File: src/rtl/fetch_pkg.sv
// Shared types and constants for the instruction fetch stage.
// Holds the FSM encoding, PC step and reset PC default.
package fetch_pkg;

    localparam int XLEN = 32;

    localparam logic [XLEN-1:0] PC_STEP = 32'd4;

    localparam logic [XLEN-1:0] RESET_PC_DEFAULT = 32'h0000_0000;

    // Clears the byte-offset bits of a redirect target.
    localparam logic [XLEN-1:0] ALIGN_MASK = 32'hFFFF_FFFC;

    typedef enum logic [1:0] {
        IDLE,
        REQ,
        WAIT
    } fetch_state_t;

endpackage

File: src/rtl/fetch_fifo.sv
// Instruction buffer between fetch and decode.
// Entries are {instr, pc}; flush wins over push and pop.
module fetch_fifo
    import fetch_pkg::*;
#(
    parameter int DEPTH = 2
) (
    input  logic                    clk,
    input  logic                    reset,
    input  logic                    push,
    input  logic                    pop,
    input  logic                    flush,
    input  logic [2*XLEN-1:0]       wdata,
    output logic [2*XLEN-1:0]       head,
    output logic                    full,
    output logic                    empty,
    output logic [$clog2(DEPTH):0]  count
);

    localparam int PW = $clog2(DEPTH);
    localparam int CW = PW + 1;

    logic [2*XLEN-1:0] mem [DEPTH];
    logic [PW-1:0]     wr_ptr;
    logic [PW-1:0]     rd_ptr;
    logic              do_pop;

    assign full   = (count == CW'(DEPTH));
    assign empty  = (count == '0);
    assign do_pop = pop && !empty;
    assign head   = mem[rd_ptr];

    // Storage, pointers and occupancy update.
    always_ff @(posedge clk) begin
        if (reset) begin
            wr_ptr <= '0;
            rd_ptr <= '0;
            count  <= '0;
            for (int i = 0; i < DEPTH; i++) begin
                mem[i] <= '0;
            end
        end else if (flush) begin
            wr_ptr <= '0;
            rd_ptr <= '0;
            count  <= '0;
        end else begin
            if (push) begin
                mem[wr_ptr] <= wdata;
                wr_ptr      <= wr_ptr + 1'b1;
            end
            if (do_pop) begin
                rd_ptr <= rd_ptr + 1'b1;
            end
            if (push && !do_pop) begin
                count <= count + 1'b1;
            end else if (!push && do_pop) begin
                count <= count - 1'b1;
            end
        end
    end

    // Credit accounting upstream must never overfill the buffer.
    a_no_overflow: assert property (
        @(posedge clk) disable iff (reset) !(push && full && !flush)
    );

endmodule

File: src/rtl/instr_fetch.sv
// Fetch stage: owns the PC, issues one word request at a time,
// buffers responses and hands {instr, pc} to decode.
module instr_fetch
    import fetch_pkg::*;
#(
    parameter logic [XLEN-1:0] RESET_PC   = RESET_PC_DEFAULT,
    parameter int              FIFO_DEPTH = 2
) (
    input  logic        clk,
    input  logic        reset,
    input  logic        redirect_valid,
    input  logic [31:0] redirect_pc,
    output logic        imem_req_valid,
    input  logic        imem_req_ready,
    output logic [31:0] imem_addr,
    input  logic        imem_rsp_valid,
    input  logic [31:0] imem_rsp_data,
    output logic        instr_valid,
    input  logic        instr_ready,
    output logic [31:0] instr,
    output logic [31:0] instr_pc
);

    localparam int CW = $clog2(FIFO_DEPTH) + 1;
    localparam logic [CW-1:0] DEPTH_C = CW'(FIFO_DEPTH);

    fetch_state_t      state_q, state_d;
    logic [XLEN-1:0]   pc_q, pc_d;
    logic [XLEN-1:0]   req_pc_q, req_pc_d;
    logic              drop_q, drop_d;
    logic              push;
    logic              pop;
    logic              full;
    logic              empty;
    logic [CW-1:0]     count;
    logic [CW-1:0]     cnt_pop;
    logic [2*XLEN-1:0] head;

    assign pop         = instr_valid && instr_ready;
    assign cnt_pop     = count - CW'(pop);
    assign instr_valid = !empty;
    assign instr       = head[2*XLEN-1:XLEN];
    assign instr_pc    = head[XLEN-1:0];
    assign imem_addr   = pc_q;

    fetch_fifo #(
        .DEPTH (FIFO_DEPTH)
    ) u_fifo (
        .clk   (clk),
        .reset (reset),
        .push  (push),
        .pop   (pop),
        .flush (redirect_valid),
        .wdata ({imem_rsp_data, req_pc_q}),
        .head  (head),
        .full  (full),
        .empty (empty),
        .count (count)
    );

    // Next state, PC, drop flag and request/push strobes.
    always_comb begin
        state_d        = state_q;
        pc_d           = pc_q;
        req_pc_d       = req_pc_q;
        drop_d         = drop_q;
        imem_req_valid = 1'b0;
        push           = 1'b0;

        unique case (state_q)
            IDLE: begin
                if (!full) begin
                    state_d = REQ;
                end
            end
            REQ: begin
                imem_req_valid = 1'b1;
                if (imem_req_ready) begin
                    pc_d     = pc_q + PC_STEP;
                    req_pc_d = pc_q;
                    state_d  = WAIT;
                end
            end
            WAIT: begin
                if (imem_rsp_valid) begin
                    if (drop_q) begin
                        drop_d = 1'b0;
                    end else begin
                        push = 1'b1;
                    end
                    if ((cnt_pop + CW'(!drop_q)) < DEPTH_C) begin
                        state_d = REQ;
                    end else begin
                        state_d = IDLE;
                    end
                end
            end
            default: state_d = IDLE;
        endcase

        if (redirect_valid) begin
            push    = 1'b0;
            pc_d    = redirect_pc & ALIGN_MASK;
            state_d = REQ;
            if (state_q == REQ && imem_req_ready) begin
                drop_d  = 1'b1;
                state_d = WAIT;
            end else if (state_q == WAIT && !imem_rsp_valid) begin
                drop_d  = 1'b1;
                state_d = WAIT;
            end else if (state_q == WAIT) begin
                drop_d = 1'b0;
            end
        end
    end

    // State register.
    always_ff @(posedge clk) begin
        if (reset) begin
            state_q  <= IDLE;
            pc_q     <= RESET_PC;
            req_pc_q <= '0;
            drop_q   <= 1'b0;
        end else begin
            state_q  <= state_d;
            pc_q     <= pc_d;
            req_pc_q <= req_pc_d;
            drop_q   <= drop_d;
        end
    end

endmodule

File: config.mk
export PLATFORM = sky130hd
export DESIGN_NAME = instr_fetch
export DESIGN_NICKNAME = d
export VERILOG_FILES = /design/src/rtl/fetch_pkg.sv /design/src/rtl/fetch_fifo.sv /design/src/rtl/instr_fetch.sv
export SDC_FILE = /design/constraint.sdc
export NUM_CORES = 1
export LEC_CHECK = 0
export ABC_AREA = 1
export CORE_UTILIZATION = 51
export CTS_CLUSTER_SIZE = 40
export DETAILED_ROUTE_END_ITERATION = 8
export PLACE_DENSITY = 0.88
export SLEW_MARGIN = 40
export SYNTH_ARGS = -nofsm -noshare
export SYNTH_HDL_FRONTEND = slang
export SYNTH_SLANG_ARGS = --single-unit
export TNS_END_PERCENT = 20
File: constraint.sdc
create_clock -name clk -period 4.66 [get_ports clk]
set_input_delay 1.398 -clock clk [delete_from_list [all_inputs] [get_ports clk]]
set_output_delay 1.398 -clock clk [all_outputs]
set_load 0.03 [all_outputs]
==> reports/qor.csv <==
metric,value,unit
status,"complete, no violations",
Worst path slowest cell,dfxtp_2,
post-route ant nets,0,
r2r startpoint,state_q[1],
multiplexer share of the synthesized area,7.961,%
Post-Synthesis Cells,923,
layout cells sized above 1,12.15,%
drt pass-1 iters,5,
initial DRC count,408,
Yosys cell types,34,
Site Rows,47,
DR WL/cell,14.99,microns
CP peak stage delay,670,ps
"critical path, cell by cell","buf_4, mux2_2, clkdlybuf4s50_1",
crit path time final,3900,ps
NumNets Final,1146,
Antenna Diode Count,0,
initial antenna violation count,0,
power share of the combinational group,11.0,%
DIE WIDTH,133.1,microns
root buffer cell,clkbuf_16,
largest net degree at the start of global routing,63,
first-pass GRT wire length,30.88,mm
Post-synth EDFFs,124,
cell family with most CP delay,buffers and inverters,
Sw Share,23.58,%
full die area,17720,sq um
Compound-Gate Fraction of Synth Area,7.804,%
worst hold stages,1,
Final Core Density,66.93,%
Total Routing Usage GR,22.40,%
Post-Route Setup TNS,0,ps
synthesis-to-layout area growth,27.46,%
Worst Path Buf+Inv,2,
clock buffer count from CTS,17,
"Arr. time, crit path",2500,ps
DRC errors left,0,
MaxCap Viol Count,0,
Post-Syn Area,8770,sq um
clock buffer depth,2,
Synth Area in Adders,0.4280,%
Crit Path Max Fanout,23,
syn avg cell area,9.501,sq um
fillcell total,1277,
Max-slew headroom,52.77,%
number of port buffers,161,
Worst VDD drop,0.0002209,V
# Post-CTS Setup Buffers,0,
part of the power in registers,49.8,%
DP Wirelength,13.16,mm
Reg2Reg Depth,7,
Post-synth ARST share,0,%
Hold Crit Start,u_fifo.rd_ptr,
nature of the critical path endpoint,output pin,
Slew Limit Fails,0,
worst setup path category,flop to output pin,
core area,16700,sq um
total gr overflow,0,
net switching power,912.8,uW
Cell Pwr Density,346.3,nW/um^2
via-per-instance ratio,5.175,
Ports,168,
r2r setup slk,2570,ps
DR vias,6759,
CTS tree,built,
Worst R2R End,u_fifo.mem[1][57],
"FF+latch count, synth",192,
Setup-failing EPs final,0,
maximum clock rate,0.2564,GHz
WP data required,3260,ps
Hold/Removal Path Class,flop to flop,
Initial Util,52.51,%
Worst-path clk slew,70,ps
clock network power share,39.2,%
Hold Buf Count CTS,0,
largest family of logic cells by synthesized area,simple AND/OR/NAND/NOR gates,
RSZ-0062 raised after global routing,no,
Layout Skew,12.49,ps
clock sink total,192,
# resized after CTS,0,
number of global-route vias before repair,6380,
"Seq/Total Area, Yosys",57.98,%
post-placement cell area,10560,sq um
main flop type after synthesis,edfxtp_1,
die extent in y,133.1,microns
Lkg Pwr,0.004239,uW
Synth Warn #,0,
final worst-path cycle share,83.70,%
Hold Fails Final Rpt,0,
Synth Area in Simple Gates,16.94,%
H-Tree Depth,4,
RD Place Congestion,0.9372,
Int Power,2959,uW
"Clk Latency, worst-skew pair",430,ps
CP startpoint kind,flop,
final instance area,11180,sq um
Tightest Pin Transition,708.4,ps
Routed Wire Length,19.58,mm
post-synthesis xor/xnor area fraction,0.6991,%
-- state kept, by name, summed over array words and instances (netlist names), named ones only --
| signal | count |
|---|---|
| imem_addr | 30 |
| req_pc_q | 30 |
| state_q | 2 |
| u_fifo.count | 2 |
| u_fifo.mem | 124 |
| u_fifo.rd_ptr | 1 |
| u_fifo.wr_ptr | 1 |
-- logic make-up (layout without fill, tap and decap cells) --
group,Yosys count,count (layout)
other cells,1,4
mux,62,62
flops,192,192
simple gates,352,352
buf+inv,173,333
compound gates,133,133
xor+xnor,7,7
fa+ha+maj,3,3
-- cell usage after synthesis, types with 2 or more instances --
cell | n | area [sq um]
o211ai_1 | 2 | 15.01
clkbuf_1 | 8 | 30.03
nand2_1 | 120 | 450.4
nor2_4 | 6 | 67.56
nand4_1 | 2 | 12.51
ha_1 | 3 | 37.54
inv_2 | 2 | 7.510
mux2_2 | 62 | 698.2
inv_1 | 126 | 473.0
a21oi_1 | 59 | 295.3
xnor2_1 | 3 | 26.28
nand3_1 | 41 | 205.2
a31oi_1 | 5 | 31.28
nor3_1 | 3 | 15.01
buf_4 | 8 | 60.06
buf_2 | 27 | 135.1
and2_1 | 2 | 12.51
nor2_2 | 8 | 50.05
nand2_2 | 4 | 25.02
xor2_1 | 4 | 35.03
edfxtp_1 | 124 | 3724
nand3b_1 | 2 | 15.01
o21ai_0 | 64 | 320.3
dfxtp_1 | 68 | 1361
nor2_1 | 161 | 604.3
-- cell type report --
cell class	count	area [sq um]	share of cell area, %
inverters	128	480.5	4.298
flip-flops and latches	192	5086	45.50
clock inverters	13	185.2	1.657
repair buffers	173	1727	15.45
well taps	220	275.3	2.463
clock buffers	19	432.9	3.873
multi-input cells	561	2992	26.76
-- power groups by stage --
| stage | sequential (uW) | clock (uW) | combinational, uW |
|---|---|---|---|
| after floorplan | 1980 | 0 | 213 |
| after global placement | 1960 | 0 | 414 |
| after detailed placement | 1960 | 0 | 421 |
| after CTS | 1930 | 1530 | 426 |
| after global routing | 1940 | 1590 | 457 |
| final | 1930 | 1520 | 425 |
-- metal layers --
layer  up-vias  GRT usage [%]  share of wire [%]
met4         0          8.018                2.1
met3        39          4.795                7.2
met1      3136          28.41                 42
li1       3312              -                  -
met5         -              0                  0
met2       272          37.93                 49
-- per-stage QoR --
step	total power [uW]	worst slack [ps]	std cells	hold slack, ps
floorplan	2198	798.6	926	425.5
global placement	2374	1061	1274	430.6
detailed placement	2385	1041	1274	447.1
CTS	3886	724.2	1306	453.5
global route	3987	655.1	1306	471.2
finish	3871	759.5	1306	453.0
-- worst max-delay path by stage --
| stage | depth (start not counted) | end | slack [ps] | from |
|---|---|---|---|---|
| after detailed placement | 5 | u_fifo.mem[1][57] | 1040 | reset |
| after global placement | 5 | u_fifo.mem[0][34] | 1060 | reset |
| after floorplan | 6 | u_fifo.mem[1][10] | 800 | redirect_valid |
| after CTS | 3 | instr[13] | 720 | flop |
| after global routing | 3 | instr[23] | 660 | flop |
| final | 3 | instr[29] | 760 | flop |
-- cell usage in the layout, fill, tap and decap left out, types with 3 or more instances in the layout --
cell type,n
clkbuf_16,17
nand3_1,41
edfxtp_1,124
a31oi_1,5
xnor2_1,3
bufinv_16,4
clkinv_2,3
nand2_2,7
xor2_1,4
inv_1,126
nor2_4,6
o21ai_0,64
mux2_2,62
a21oi_1,59
nor2_2,9
conb_1,4
dfxtp_1,67
nor2_1,160
nand2_1,117
nor3_1,3
clkdlybuf4s50_1,161
buf_4,10
ha_1,3
Power figures use the tool's default switching activity.
